### src/rtl/register_file_pkg.sv
// ============================================================================
// Module   : register_file_pkg
// Purpose  : Shared defaults, datapath typedefs and an address range helper
//            for the register_file block.
// Revision : 1.0
// ============================================================================
`default_nettype none

package register_file_pkg;

  localparam int RF_WIDTH_DEFAULT = 11;
  localparam int RF_DEPTH_DEFAULT = 8;

  typedef logic [RF_WIDTH_DEFAULT-1:0]         rf_word_t;
  typedef logic [$clog2(RF_DEPTH_DEFAULT)-1:0] rf_addr_t;

  // DEPTH need not be a power of two, so the top address codes can be unused.
  function automatic logic addr_in_range(input int addr, input int depth);
    return addr < depth;
  endfunction

endpackage

`default_nettype wire

### src/rtl/rf_write_decoder.sv
// ============================================================================
// Module   : rf_write_decoder
// Purpose  : Turns write request, address and clear into a one-hot per-entry
//            write enable; clear suppresses the write, out-of-range is dropped.
// Revision : 1.0
// ============================================================================
`default_nettype none

module rf_write_decoder
  import register_file_pkg::*;
#(
  parameter int DEPTH  = RF_DEPTH_DEFAULT,
  parameter int ADDR_W = $clog2(DEPTH)
) (
  input  logic              rf_wr,
  input  logic [ADDR_W-1:0] rf_wr_addr,
  input  logic              rf_clear,
  output logic [DEPTH-1:0]  wr_en
);

  logic wr_live;

  assign wr_live = rf_wr && !rf_clear && addr_in_range(32'(rf_wr_addr), DEPTH);

  for (genvar i = 0; i < DEPTH; i++) begin : g_wr_en
    assign wr_en[i] = wr_live && (rf_wr_addr == ADDR_W'(i));
  end

endmodule

`default_nettype wire

### src/rtl/register_file.sv
// ============================================================================
// Module   : register_file
// Purpose  : DEPTH x WIDTH register bank, one write port, two combinational
//            read ports, synchronous clear-all and per-entry valid flags.
//            Optional same-cycle write forwarding: define RF_WRITE_BYPASS_EN.
// Revision : 1.0
// ============================================================================
`default_nettype none

module register_file
  import register_file_pkg::*;
#(
  parameter  int WIDTH  = RF_WIDTH_DEFAULT,
  parameter  int DEPTH  = RF_DEPTH_DEFAULT,
  localparam int ADDR_W = $clog2(DEPTH)
) (
  input  logic              clock,
  input  logic              rf_reset,
  input  logic              rf_wr,
  input  logic [ADDR_W-1:0] rf_wr_addr,
  input  logic [WIDTH-1:0]  rf_in,
  input  logic              rf_clear,
  input  logic [ADDR_W-1:0] rf_rd_addr_a,
  input  logic [ADDR_W-1:0] rf_rd_addr_b,
  output logic [WIDTH-1:0]  rf_out_a,
  output logic [WIDTH-1:0]  rf_out_b,
  output logic [DEPTH-1:0]  rf_valid
);

  logic [WIDTH-1:0] mem [DEPTH];
  logic [DEPTH-1:0] wr_en;

  rf_write_decoder #(
    .DEPTH  (DEPTH),
    .ADDR_W (ADDR_W)
  ) u_dec (
    .rf_wr      (rf_wr),
    .rf_wr_addr (rf_wr_addr),
    .rf_clear   (rf_clear),
    .wr_en      (wr_en)
  );

  always_ff @(posedge clock or posedge rf_reset) begin
    if (rf_reset) begin
      for (int i = 0; i < DEPTH; i++) mem[i] <= '0;
      rf_valid <= '0;
    end else if (rf_clear) begin
      for (int i = 0; i < DEPTH; i++) mem[i] <= '0;
      rf_valid <= '0;
    end else begin
      for (int i = 0; i < DEPTH; i++) begin
        if (wr_en[i]) begin
          mem[i]      <= rf_in;
          rf_valid[i] <= 1'b1;
        end
      end
    end
  end

`ifdef RF_WRITE_BYPASS_EN
  logic wr_fwd;
  // Reset is included so forwarding never leaks data while the bank reads 0.
  assign wr_fwd = rf_wr && !rf_clear && !rf_reset &&
                  addr_in_range(32'(rf_wr_addr), DEPTH);
`endif

  always_comb begin
    rf_out_a = '0;
    rf_out_b = '0;
    if (addr_in_range(32'(rf_rd_addr_a), DEPTH)) rf_out_a = mem[rf_rd_addr_a];
    if (addr_in_range(32'(rf_rd_addr_b), DEPTH)) rf_out_b = mem[rf_rd_addr_b];
`ifdef RF_WRITE_BYPASS_EN
    if (wr_fwd && (rf_rd_addr_a == rf_wr_addr)) rf_out_a = rf_in;
    if (wr_fwd && (rf_rd_addr_b == rf_wr_addr)) rf_out_b = rf_in;
`endif
  end

endmodule

`default_nettype wire
### config.mk
export PLATFORM = sky130hd
export DESIGN_NAME = register_file
export DESIGN_NICKNAME = d
export VERILOG_FILES = /design/src/rtl/register_file_pkg.sv /design/src/rtl/rf_write_decoder.sv /design/src/rtl/register_file.sv
export SDC_FILE = /design/constraint.sdc
export NUM_CORES = 1
export LEC_CHECK = 0
export ABC_AREA = 1
export ABC_CLOCK_PERIOD_IN_PS = 3260
export CAP_MARGIN = 15
export CORE_ASPECT_RATIO = 1.25
export CORE_MARGIN = 2
export CORE_UTILIZATION = 53
export CTS_CLUSTER_DIAMETER = 120
export DETAILED_ROUTE_END_ITERATION = 6
export GPL_TIMING_DRIVEN = 0
export PLACE_DENSITY = 0.77
export SLEW_MARGIN = 0
export SYNTH_ARGS = -nofsm -noshare
export SYNTH_HDL_FRONTEND = slang
export SYNTH_SLANG_ARGS = --single-unit
### constraint.sdc
create_clock -name clock -period 3.26 [get_ports clock]
set_clock_uncertainty 0.15 [all_clocks]
set_input_delay 0.652 -clock clock [delete_from_list [all_inputs] [get_ports clock]]
set_output_delay 0.652 -clock clock [all_outputs]
set_load 0.02 [all_outputs]
Word-level counts from Yosys, hierarchy flattened
Index checks and enable logic that the tools add are counted.
{ "word_totals": {"reg_bits": 96, "out_inout_bits": 30} }
{ "classes": {"n_eq_ne": 7, "magnitude_cmp": 2, "reduce_logical": 19, "n_bitwise": 2, "mux": 24} }
{ "op_table": {"columns": ["cell", "count"], "rows": [
  ["two-way mux 11 bit", 12],
  ["two-way mux 88 bit", 1],
  ["binary-select mux 11 bit (select 3 bit)", 2],
  ["nonzero test 2 bit", 8],
  ["== test 3 bit (second input constant)", 4],
  ["logical AND 1 bit", 9],
  [">= comparator 4 bit (second input constant)", 2],
  ["two-way mux 1 bit", 8],
  ["two-way mux 8 bit", 1],
  ["inverter 3 -> 4 bit", 2],
  ["== test 3 x 2 -> 1 bit (second input constant)", 2],
  ["== test 3 x 1 -> 1 bit (second input constant)", 1],
  ["zero test 3 bit", 1],
  ["zero test 1 bit", 1]
]} }

Longest topological paths before layout
Gate-level depths: netlist of run 1.
{ "logic_depth": {"ltp_word": 5, "depth_mapped": 8, "mapped_depth_nobuf": 7} }

By module
From an unflattened synthesis of run 1, not the netlist that was laid out.
{ "hier_totals": {"cells_unflattened": 852, "hier_area_um2": 5738.0} }
{ "by_module_without_submodules": {"columns": ["module", "instances", "area_each_um2", "cells_each"], "rows": [
  ["register_file", 1, 5657.9, 834],
  ["rf_write_decoder", 1, 80.1, 18]
]} }

Least setup slack after synthesis of run 1
No wires, ideal clock.
{ "synth_timing": {"path_type": "input-to-output", "startpoint": "in rf_rd_addr_b[0]", "endpoint": "out rf_out_b[4]", "stages": 8, "required_ns": 2.458, "setup_slack_ns": 1.036, "arrival_ns": 1.422, "path_cell_list": "buf_2 > inv_2 > buf_4 > nand2_1 > nand3_1 > nand2_1 > nand2_1 > nand2_1"} }
{ "synth_between": {"elab_chain_len": 4} }
{ "synth_lines": {"columns": ["element", "line", "rtl"], "rows": [
  ["start: declaration", "register_file.sv:24", "input logic [ADDR_W-1:0] rf_rd_addr_b,"],
  ["inverter 3 -> 4 bit (implied by the code)", "register_file.sv:71", "if (addr_in_range(32'(rf_rd_addr_b), DEPTH)) rf_out_b = mem[rf_rd_addr_b];"],
  ["binary-select mux 11 bit (select 3 bit)", "register_file.sv:71", null],
  ["two-way mux 11 bit (implied by the code) (2 in a row)", "register_file.sv:71", null],
  ["end: declaration", "register_file.sv:26", "output logic [WIDTH-1:0] rf_out_b,"]
]} }
Every way passes these cells. The select of a mux whose other input is x is not followed.

Worst setup path after layout of run 1
{ "layout_timing": {"startpoint": "in rf_rd_addr_b[1]", "endpoint": "out rf_out_b[8]"} }
Same word-level chain as after synthesis.

==> run metrics, run 1 <==
outcome=complete, no violations; setup bufs post-CTS=0; detailed-route via count=6207; row count=43; DP Wirelength=14800 um; slowest stage delay, CP=0.60 ns; worst-path fanout max=10; initial antenna violation count=0; GRT Total Usage=0.343; Synth Warn #=0; post-synthesis sequential area ratio=0.405; CP Capture Type=output port; Critical-path top delay cell=clkdlybuf4s50_1; post-synth top area cell=dfrtp_1; drt pass-1 iters=6; setup slack after layout=0.118 ns; cells along the critical path=dlygate4sd2_1, clkbuf_4, nand3_1, nand2_1, nand2_1, nand2_1, clkdlybuf4s50_1; Worst EP required=2.46 ns; Final Cycle Share=0.964; placed cell area=6650 um^2; Max Root-Sink Buffers=2; Reg2Reg Depth=2; worst r2r dst=mem[49]$_DFFE_PP0P_; most common cell after layout, fill and taps aside=nand2_1; Synth top area share=0.405; worst reg2reg path startpoint=mem[49]$_DFFE_PP0P_; # IOs=54; Setup Viol. Count Final=0; DR WL/cell=17.8 um; DRC errors left=0; Synth area leaders=dfrtp_1, nand2_1, nand3_1; CTS buffer count=9; dpl ws=-0.409 ns; LEAKAGE=4.12 nW; CTS tree=yes; remaining antenna violation count=0; diodes inserted=0; Syn-to-layout area delta=17.9%; Reg clk slew, reported paths=0.07 ns; GR Overflow Total=0; hold path cells=2; commonest cells after routing, fill and taps aside=nand2_1, nand3_1, inv_1; HP Start=rf_valid[5]$_DFFE_PP0P_; RSZ-0062 raised after global routing=no; worst hold slack=0.330 ns; Chip Height=122 um; Initial Util=0.538; largest net degree at the start of global routing=38; Min Clock Period, post-route=3.14 ns; Synth cell types=17; syn_area_per_cell=6.38 um^2; vias per cell=5.47; htree depth=3; clock latency on the worst-skew pair=0.35 ns; FILL cells=1049; initial DRC count=657; RePlAce Congestion=1.02; first-pass GRT wire length=31200 um; CP delay by family, top=buffers and inverters; #FFs+latches synth=96; clk root buf=clkbuf_16; Worst Hold Class=reg2reg; post-synthesis cell area=5930 um^2; final hold vios=0; Max-cap violations=0; CP Buf/Inv Count=3; WP data arrival=2.34 ns; Total Nets Final=1018; Hold Path Sink=rf_valid[5]$_DFFE_PP0P_; CTS sink cnt=96; FMAX=318 MHz; CTS Hold Bufs=0; core area=11000 um^2; worst vdd ir=0.000247 V; synthesized net count=954; die area=12100 um^2; cell mode on critical path=nand2_1; Max Slew Vio Count=0; startpoint class of the critical path=primary input; Relative slew margins=0.448; final instance area=6990 um^2; share of cells above drive strength 1=0.0921; cells after synthesis=930; internal reg-to-reg setup slack=2.42 ns; die width=98.6 um; PostCTS Resize Cnt=22; Power Density=406 nW/um^2; vias in the first global route=5608; I/O Buffers=51; Worst Tran Pin Value=0.826 ns; Routed WL=20200 um; WS Path Type=in2out
-- worst reg2reg max path: cells and delay by family (launching register included) --
kind	cells	cell delay [ns]
compound gates	1	0.09
flops	1	0.40
simple gates	1	0.09
-- logic make-up after synthesis --
family,synth area share
AND/OR/NAND/NOR,0.446
buffers and inverters,0.130
flip-flops,0.405
AO/OA/AOI/OAI,0.0186
-- per-stage QoR --
stage / std cells / power, W / setup TNS, ns / utilization
6_report: 1134 / 0.00284 / 0 / 0.634
5_1_grt: 1134 / 0.00293 / 0 / 0.634
4_1_cts: 1134 / 0.00283 / 0 / 0.634
3_5_place_dp: 1118 / 0.00172 / -7.29 / 0.603
3_3_place_gp: 1116 / 0.00171 / -7.40 / 0.600
2_1_floorplan: 930 / 0.00152 / 0 / -
-- cell usage after synthesis --
cell,count
o21ai_1,10
nand2_2,3
o21ai_0,12
inv_1,106
buf_4,12
nand2_4,1
inv_4,1
nor2_1,4
inv_2,10
buf_6,5
buf_2,27
clkbuf_1,10
nand2_1,452
nand3_1,176
buf_1,3
nor2_4,2
dfrtp_1,96
-- report_power, final --
part	internal, W	switching [W]	total, W
clock	0.000613	0.000520	0.00113
sequential	0.00121	0.00000952	0.00122
combinational	0.000166	0.000327	0.000492
total	0.00199	0.000856	0.00284
-- layout make-up --
class | instances | area [um^2] | share of cell area
clock inverters | 7 | 87.6 | 0.0125
clock buffers | 9 | 225 | 0.0322
plain buffers | 57 | 364 | 0.0521
multi-input cells | 660 | 2760 | 0.394
repair buffers | 53 | 544 | 0.0778
inverters | 117 | 445 | 0.0637
well taps | 135 | 169 | 0.0242
flip-flops and latches | 96 | 2400 | 0.344
-- worst max path at each step --
stage	start	to	cells after the start
3_3_place_gp	rf_rd_addr_a[1]	rf_out_a[7]	8
2_1_floorplan	rf_rd_addr_b[0]	rf_out_b[4]	8
4_1_cts	rf_rd_addr_b[2]	rf_out_b[7]	5
5_1_grt	rf_rd_addr_a[2]	rf_out_a[7]	5
6_report	rf_rd_addr_b[1]	rf_out_b[8]	7
3_5_place_dp	rf_rd_addr_a[1]	rf_out_a[7]	8
-- per-layer routing --
layer | GRT usage | share of wire | up-vias
met5 | 0 | 0 | -
met4 | 0.171 | 0.044 | 0
met3 | 0.0552 | 0.091 | 56
met2 | 0.535 | 0.45 | 342
met1 | 0.466 | 0.41 | 2839
li1 | - | - | 2970
-- sequential cells by signal, summed over array words and instances, names as in the netlist --
register	cells
mem	88
rf_valid	8
Note: power is estimated with default switching activity, not from simulation.
==> run 2, diff against run 1 <==
==> constraint.sdc (replaced) <==
create_clock -name clock -period 3.26 [get_ports clock]
set_clock_uncertainty 0.15 [all_clocks]
set_input_delay 0.652 -clock clock [delete_from_list [all_inputs] [get_ports clock]]
set_output_delay 0.652 -clock clock [all_outputs]
set_load 0.1 [all_outputs]
==> run metrics, run 2 (same netlist as run 1, synthesis figures left out) <==
Min Clock Period, post-route=3.22 ns; worst hold slack=0.333 ns; FILL cells=1066; Power Density=434 nW/um^2; Max Root-Sink Buffers=2; commonest cells after routing, fill and taps aside=nand2_1, nand3_1, inv_1; slowest stage delay, CP=0.55 ns; Setup Viol. Count Final=0; Chip Height=122 um; clk root buf=clkbuf_16; Reg clk slew, reported paths=0.07 ns; die area=12100 um^2; initial DRC count=670; row count=43; remaining antenna violation count=0; cell mode on critical path=nand2_1; dpl ws=-0.940 ns; Critical-path top delay cell=clkdlybuf4s50_1; CTS Hold Bufs=0; LEAKAGE=4.12 nW; Inst Count DP=1118; first-pass GRT wire length=31300 um; HP Start=rf_valid[5]$_DFFE_PP0P_; worst reg2reg path startpoint=mem[52]$_DFFE_PP0P_; detailed-route via count=6164; Final Cycle Share=0.988; startpoint class of the critical path=primary input; most common cell after layout, fill and taps aside=nand2_1; CTS tree=yes; Largest register FFs=88; CP Capture Type=output port; die width=98.6 um; Worst Hold Class=reg2reg; clock latency on the worst-skew pair=0.35 ns; WP data arrival=2.42 ns; Max-cap violations=0; non-filler instance count after layout=1134; Initial Util=0.538; Routed WL=20300 um; internal reg-to-reg setup slack=2.42 ns; core area=11000 um^2; Max Slew Vio Count=0; RSZ-0062 raised after global routing=no; DRC errors left=0; # IOs=54; setup slack after layout=0.0392 ns; initial antenna violation count=0; vias in the first global route=5597; outcome=complete, no violations; GR Overflow Total=0; Hold Path Sink=rf_valid[5]$_DFFE_PP0P_; FMAX=310 MHz; worst vdd ir=0.000247 V; DP Wirelength=14800 um; Worst Tran Pin Value=0.970 ns; Largest Register=mem; Worst EP required=2.46 ns; drt pass-1 iters=6; RePlAce Congestion=1.02; vias per cell=5.44; hold path cells=2; WS Path Type=in2out; GRT Total Usage=0.344; share of cells above drive strength 1=0.109; largest net degree at the start of global routing=38; DR WL/cell=17.9 um; Total Nets Final=1018; diodes inserted=0; worst-path fanout max=10; final hold vios=0; CTS sink cnt=96; I/O Buffers=51; CTS buffer count=9; Syn-to-layout area delta=16.7%; Relative slew margins=0.352; biggest regs=mem x88, rf_valid x8; htree depth=3; Reg2Reg Depth=2; setup tns final=0 ns; worst r2r dst=mem[52]$_DFFE_PP0P_; cells along the critical path=clkdlybuf4s50_1, inv_1, buf_2, nand3_1, nand2_1, nand2_1, nand2_1, buf_4
-- run 2: cell types whose count changed in the layout (fill, tap and decap cells not counted) --
cell             previous run  this run
clkbuf_1                    1         3
clkbuf_8                    1         0
clkdlybuf4s50_1            46        29
inv_2                      12        10
buf_1                       2         3
inv_1                     103       105
clkbuf_2                    5         6
dlygate4sd2_1               5         0
buf_2                      26        28
clkbuf_4                    4         2
buf_4                      13        32
-- run 2: worst max path at each step --
stage	end	from	slack, ns	cells past startpoint
2_1_floorplan	rf_out_a[4]	rf_rd_addr_a[0]	0.55	8
3_3_place_gp	rf_out_a[7]	rf_rd_addr_a[1]	-0.93	8
3_5_place_dp	rf_out_a[7]	rf_rd_addr_a[1]	-0.94	8
4_1_cts	rf_out_a[0]	rf_rd_addr_a[1]	0.003	7
5_1_grt	rf_out_a[7]	rf_rd_addr_a[1]	0.004	8
6_report	rf_out_b[7]	rf_rd_addr_b[1]	0.04	8
-- run 2: metal layers --
| metal | track usage | vias up | part of all wire |
|---|---|---|---|
| met4 | 0.168 | 0 | 0.046 |
| met3 | 0.0575 | 52 | 0.081 |
| li1 | - | 2970 | - |
| met5 | 0 | - | 0 |
| met1 | 0.467 | 2836 | 0.42 |
| met2 | 0.536 | 306 | 0.45 |
-- run 2: per-stage QoR --
step	instance area (um^2)	utilization	total power, W
4_1_cts	6910	0.626	0.00299
3_5_place_dp	6650	0.603	0.00189
3_3_place_gp	6610	0.600	0.00188
2_1_floorplan	5930	-	0.00169
5_1_grt	6920	0.627	0.00309
6_report	6920	0.627	0.00300
-- run 2: repair_timing --
item | 4_1_cts | 5_1_grt
buffers inserted | 0 | 0
hold endpoints to repair | 0 | 0
endpoints found under the setup margin | 22 | 19
gates resized for setup | 134 | 9
-- run 2: critical path, delay by kind of cell --
kind	cells	cell delay, ns
AND/OR/NAND/NOR	4	0.42
buffers and inverters	4	1.34
-- run 2: cell type report --
class,count,area [um^2],area share
Buffer,57,339,0.0490
Clock buffer,9,225,0.0325
Clock inverter,7,87.6,0.0127
Inverter,117,445,0.0644
Multi-Input combinational cell,660,2760,0.398
Sequential cell,96,2400,0.347
Tap cell,135,169,0.0244
Timing Repair Buffer,53,495,0.0716
-- run 2: power breakdown --
part	internal (W)	switching (W)
Clock	0.000614	0.000526
Sequential	0.00121	0.00000948
Combinational	0.000156	0.000493
Total	0.00198	0.00103
